## src/rtl/simple_isa_pkg.sv

```systemverilog
// Shared encodings for the 16-bit core front end: bubble word, HALT match fields, issue states.
package simple_isa_pkg;

  localparam logic [15:0] BUBBLE_CMD_DEF = 16'hC0E0;
  localparam logic [1:0]  HALT_CLASS     = 2'b11;
  localparam logic [3:0]  HALT_OP        = 4'b1111;

  typedef enum logic [1:0] {
    FILL,
    RUN,
    REFILL,
    HALT
  } issue_state_e;

  function automatic logic is_halt(input logic [15:0] word);
    return (word[15:14] == HALT_CLASS) && (word[7:4] == HALT_OP);
  endfunction

endpackage

```

## src/rtl/cmd_history_shift.sv

```systemverilog
// Three-deep command history (current, one-before, two-before) with hold and bubble insert.
module cmd_history_shift
  import simple_isa_pkg::*;
#(
  parameter logic [15:0] BUBBLE_CMD = BUBBLE_CMD_DEF
) (
  input  logic        clock,
  input  logic        reset,
  input  logic        hold,
  input  logic        insert_bubble,
  input  logic [15:0] new_word,
  output logic [15:0] cmd,
  output logic [15:0] cmd_before,
  output logic [15:0] cmd_two_before
);

  always_ff @(posedge clock) begin
    if (reset) begin
      cmd            <= BUBBLE_CMD;
      cmd_before     <= BUBBLE_CMD;
      cmd_two_before <= BUBBLE_CMD;
    end else if (!hold) begin
      cmd_two_before <= cmd_before;
      cmd_before     <= cmd;
      cmd            <= insert_bubble ? BUBBLE_CMD : new_word;
    end
  end

endmodule

```

## src/rtl/command_issue_unit.sv

```systemverilog
// Fetch/issue front end feeding the decoder; inserts bubbles on flush and freezes on HALT.
// Optional perf counters (issued_count, bubble_count) are built when CMD_ISSUE_PERF_EN is defined.
module command_issue_unit
  import simple_isa_pkg::*;
#(
  parameter int unsigned          ADDR_W     = 12,
  parameter logic [15:0]          BUBBLE_CMD = BUBBLE_CMD_DEF,
  parameter logic [ADDR_W-1:0]    RESET_PC   = '0
) (
  input  logic              clock,
  input  logic              reset,
  output logic [ADDR_W-1:0] imem_addr,
  input  logic [15:0]       imem_rdata,
  input  logic              stall,
  input  logic              flush,
  input  logic [ADDR_W-1:0] branch_target,
  output logic [15:0]       cmd,
  output logic [15:0]       cmd_before,
  output logic [15:0]       cmd_two_before,
  output logic              cmd_valid,
  output logic [ADDR_W-1:0] cmd_pc,
  output logic              halted
`ifdef CMD_ISSUE_PERF_EN
  ,
  output logic [15:0]       issued_count,
  output logic [15:0]       bubble_count
`endif
);

  issue_state_e      state_q, state_d;
  logic [ADDR_W-1:0] fetch_pc_q, fetch_pc_d;
  logic [ADDR_W-1:0] pend_pc_q;
  logic              cmd_valid_d;
  logic [ADDR_W-1:0] cmd_pc_d;
  logic              halted_d;
  logic              hist_hold_c;
  logic              hist_bubble_c;
  logic              issue_word_c;
  logic              issue_bubble_c;

  // Re-presenting pend_pc during a stall keeps imem_rdata stable; HALT ignores stall.
  assign imem_addr = (stall && (state_q != HALT)) ? pend_pc_q : fetch_pc_q;

  always_comb begin
    state_d        = state_q;
    fetch_pc_d     = fetch_pc_q;
    cmd_valid_d    = cmd_valid;
    cmd_pc_d       = cmd_pc;
    halted_d       = halted;
    hist_hold_c    = 1'b1;
    hist_bubble_c  = 1'b1;
    issue_word_c   = 1'b0;
    issue_bubble_c = 1'b0;

    if (state_q == HALT) begin
      hist_hold_c    = 1'b0;
      cmd_valid_d    = 1'b0;
      issue_bubble_c = 1'b1;
    end else if (flush) begin
      hist_hold_c    = 1'b0;
      cmd_valid_d    = 1'b0;
      fetch_pc_d     = branch_target;
      state_d        = REFILL;
      issue_bubble_c = 1'b1;
    end else if (!stall) begin
      hist_hold_c = 1'b0;
      fetch_pc_d  = fetch_pc_q + ADDR_W'(1);
      state_d     = RUN;
      if (state_q == RUN) begin
        hist_bubble_c = 1'b0;
        cmd_valid_d   = 1'b1;
        cmd_pc_d      = pend_pc_q;
        issue_word_c  = 1'b1;
        if (is_halt(imem_rdata)) begin
          halted_d = 1'b1;
          state_d  = HALT;
        end
      end else begin
        // FILL and REFILL: data on imem_rdata is not for a requested address yet.
        cmd_valid_d    = 1'b0;
        issue_bubble_c = 1'b1;
      end
    end
  end

  always_ff @(posedge clock) begin
    if (reset) begin
      state_q    <= FILL;
      fetch_pc_q <= RESET_PC;
      pend_pc_q  <= RESET_PC;
      cmd_valid  <= 1'b0;
      cmd_pc     <= '0;
      halted     <= 1'b0;
    end else begin
      state_q    <= state_d;
      fetch_pc_q <= fetch_pc_d;
      pend_pc_q  <= imem_addr;
      cmd_valid  <= cmd_valid_d;
      cmd_pc     <= cmd_pc_d;
      halted     <= halted_d;
    end
  end

  cmd_history_shift #(
    .BUBBLE_CMD(BUBBLE_CMD)
  ) u_history (
    .clock         (clock),
    .reset         (reset),
    .hold          (hist_hold_c),
    .insert_bubble (hist_bubble_c),
    .new_word      (imem_rdata),
    .cmd           (cmd),
    .cmd_before    (cmd_before),
    .cmd_two_before(cmd_two_before)
  );

`ifdef CMD_ISSUE_PERF_EN
  // Saturating event counters; stalled cycles raise neither issue strobe.
  always_ff @(posedge clock) begin
    if (reset) begin
      issued_count <= '0;
      bubble_count <= '0;
    end else begin
      if (issue_word_c && (issued_count != 16'hFFFF)) issued_count <= issued_count + 16'd1;
      if (issue_bubble_c && (bubble_count != 16'hFFFF)) bubble_count <= bubble_count + 16'd1;
    end
  end
`else
  logic perf_unused_c;
  assign perf_unused_c = issue_word_c ^ issue_bubble_c;
`endif

endmodule

```

## config.mk

```make
export PLATFORM = sky130hd
export DESIGN_NAME = command_issue_unit
export DESIGN_NICKNAME = d
export VERILOG_FILES = /design/src/rtl/simple_isa_pkg.sv /design/src/rtl/cmd_history_shift.sv /design/src/rtl/command_issue_unit.sv
export SDC_FILE = /design/constraint.sdc
export NUM_CORES = 1
export LEC_CHECK = 0
export BUFFER_PORTS_ARGS = -buffer_cell sky130_fd_sc_hd__buf_2
export CORE_MARGIN = 4
export CORE_UTILIZATION = 46
export CTS_CLUSTER_DIAMETER = 50
export DETAILED_ROUTE_END_ITERATION = 8
export PLACE_DENSITY = 0.71
export SKIP_CTS_REPAIR_TIMING = 1
export SLEW_MARGIN = 10
export SYNTH_ARGS = -nofsm -noshare
export SYNTH_HDL_FRONTEND = slang
export SYNTH_SLANG_ARGS = --single-unit
```

## constraint.sdc

```tcl
create_clock -name clock -period 1.5 [get_ports clock]
set_input_delay 0.3 -clock clock [delete_from_list [all_inputs] [get_ports clock]]
set_output_delay 0.3 -clock clock [all_outputs]
set_load 0.005 [all_outputs]
```

==> summary.txt <==
Count leader, synth - sky130_fd_sc_hd__nand2_1
Cell family with most CP delay - multiplexers
Fraction of final layout cells sized beyond drive strength 1 - 0.3494
Remaining max-slew budget at the tightest pin - 0.7317
I/O pin count - 106
Crit Path Max Fanout - 12
Final worst clock skew - 0.01021 ns
Number of global-route vias before repair - 3,166
Largest area contributor in the synthesized netlist - sky130_fd_sc_hd__dfxtp_1
Area share of the leading cell type in the synthesized netlist - 0.4968
WL per Instance - 14.54 microns
CP endpoint kind - primary output
P per Cell Area - 969.4 nW/um^2
Total die area - 9177 sq um
Net count of the mapped netlist - 444
Fraction of the cycle the final worst path needs - 1.234
Last weighted congestion value of the routability-driven placer - 0.8144
DIE HEIGHT - 95.80 microns
Asr flop ratio synth - 0
Total placed cells including tap cells - 623
Number of synthesis warnings - 0
Multi-input gate area - 1609 sq um
Total Routed Length - 9305 microns
Final hold violation count - 0
Clock tree buffer depth - 2
Initial antenna violation count - 0
Worst path bufs/invs - 2
Cts bufs inserted - 9
Data required time of the critical path - 1.20 ns
Clock transition at the register clock pins on the worst setup and hold paths after CTS - 0.10 ns
Wire length of the first global-routing pass - 14,990 microns
H-tree levels - 3
Setup repair after global routing missed its margin - true
Post-Place Setup Slack - -0.08966 ns
Clock latency on the worst-skew pair - 0.35 ns
Diodes inserted - 0
Number of standard-cell rows in the floorplan - 31
Filler cell count - 665
Crit path max-delay cell type - sky130_fd_sc_hd__mux2_2
Total of buffers placed on input and output ports - 105
Starting density of the core - 0.4812
Synthesized flop and latch total - 88
Outcome - finished, violations left
Die X-Extent - 95.80 microns
Leading post-synthesis cells by instance count - sky130_fd_sc_hd__nand2_1 (110), sky130_fd_sc_hd__dfxtp_1 (88), sky130_fd_sc_hd__a21oi_1 (43)
Root Driver - sky130_fd_sc_hd__clkbuf_8
Timing-limited maximum frequency - 0.5401 GHz
Max-slew violation total from the final report - 0
Leak Pwr - 0.002017 uW
Post-DP Area - 4375 sq um
Total power - 4461 uW
Netlist Area Pre-Place - 3546 sq um
Distinct cells, synth - 49
Seq/Total Area, Yosys - 0.4968
Total half-perimeter wirelength after legalization and detailed placement - 6768 microns
GRT Resource Usage Total - 0.2091
Non-filler instance count after layout - 640
Cell types occupying the most area after synthesis - sky130_fd_sc_hd__dfxtp_1 (50%), sky130_fd_sc_hd__nand2_1 (12%), sky130_fd_sc_hd__a21oi_1 (6.1%)
# setup viols final - 12
Startpoint type of the worst setup path - register
Peak supply drop - 0.5141 mV
Largest stage delay on the critical path - 0.35 ns
Number of vias in the routed layout - 3,314
Clock tree from TritonCTS - done
Least-Margin Pin Slew - 0.3987 ns
Per-cell via count in the routed design - 5.178
Path type of the worst setup path - register to primary output
Least setup slack across all paths after layout - -0.3515 ns
Area occupied by registers - 1765 sq um
Max-capacitance violation count - 0
Core ar. - 7370 sq um
Number of enable flip-flop cells after synthesis - 0
Arrival @ worst endpoint - 1.55 ns
Violations in the final reports - negative setup slack
TritonCTS sink count - 88
Post-Synthesis Cells - 411
Average instance area after synthesis - 8.627 sq um
Maximum number of pins on one net before global-route repair - 51
Number of DRC violations after detailed-routing iteration 0 - 130
Number of iterations in the first detailed-routing pass - 4
Total DRC errors in the routed layout - 0
ANT nets after route - 0
Overall overflow remaining after global route - 0
Area delta synth->final - 29.78%
Final critical-path required period - 1.852 ns
Cell chain of the critical path - a21boi_4 > buf_12 > mux2_2 > buf_2
Final instance area - 4602 sq um
Type of the tightest min-delay check - input pin to register
Final Net Count - 569
Dominant synthesized flop cell - sky130_fd_sc_hd__dfxtp_1
## metal layers
layer  up-vias  track usage  part of all wire  wire length (microns)
li1       1652            -                 -                      -
met3        16      0.04300             0.068                    635
met4         0      0.07583             0.018                    170
met2       115       0.3439              0.48                   4477
met5         -            0                 0                      0
met1      1531       0.2713              0.43                   4022
## where the power goes
part / switching (uW) / internal (uW)
logic: 271 / 254
clock network: 873 / 616
registers: 49.9 / 2400
## cell families (layout without fill, tap and decap cells)
kind of cell,Yosys count,count (layout),share of synthesized area
fa+ha+maj,1,1,0.003528
flops,88,88,0.4968
buf+inv,31,161,0.05787
simple gates,191,191,0.2452
compound gates,86,86,0.1528
mux,14,14,0.04375
## cells in the final DEF, fill, tap and decap left out, drive strengths merged, types with 4 or more instances in the layout
cell type  count
mux2          12
a21oi         44
nand2b         4
o22ai          6
and2          15
a22oi         11
nand3         16
nor2          25
nor3           4
clkbuf         9
buf          143
clkinv         4
nand2        112
o21ai          8
dfxtp         88
nor4           6
## flip-flops by register name (all words and copies together) (netlist names)
signal / count
u_history.cmd_two_before: 16
pend_pc_q: 12
cmd_pc: 12
cmd_valid: 1
u_history.cmd_before: 16
halted: 1
state_q: 2
u_history.cmd: 16
fetch_pc_q: 12
## area by class of cell
| cell class | instances | share of cell area |
|---|---|---|
| timing repair buffer | 143 | 0.1993 |
| clock inverter | 7 | 0.01196 |
| tap | 99 | 0.02692 |
| multi-input combinational | 292 | 0.3496 |
| clock buffer | 9 | 0.02692 |
| inverter | 2 | 0.001631 |
| sequential | 88 | 0.3836 |
## metrics by stage
stage | hold WS [ns] | TNS, ns | utilization
3_3_place_gp | 0.4342 | -0.5387 | 0.5937
6_report | 0.1722 | -3.997 | 0.6244
5_1_grt | 0.1566 | -4.741 | 0.6244
2_1_floorplan | 0.4241 | 0 | -
3_5_place_dp | 0.4411 | -0.9358 | 0.5937
4_1_cts | 0.1561 | -4.510 | 0.6180
## worst reg2reg max path, cell delays in order (launching register included)
cell and delay [ns]:
sky130_fd_sc_hd__dfxtp_1 0.38, sky130_fd_sc_hd__ha_1 0.19, sky130_fd_sc_hd__and4_4 0.24, sky130_fd_sc_hd__nand2_1 0.07, sky130_fd_sc_hd__o311ai_1 0.29, sky130_fd_sc_hd__nor3_1 0.11
## path summary, 6_finish.rpt
kind / end / depth (start not counted) / slack, ns / start
hold reg to reg: u_history.cmd_two_before[11] / 2 / 0.45 / u_history.cmd_two_before[11]
setup reg to reg: fetch_pc_q[10] / 5 / 0.10 / fetch_pc_q[1]
setup / recovery: imem_addr[10] / 4 / -0.35 / state_q[1]
hold / removal: u_history.cmd[14] / 3 / 0.17 / imem_rdata[14]
Note: power is estimated with default switching activity, not from simulation.
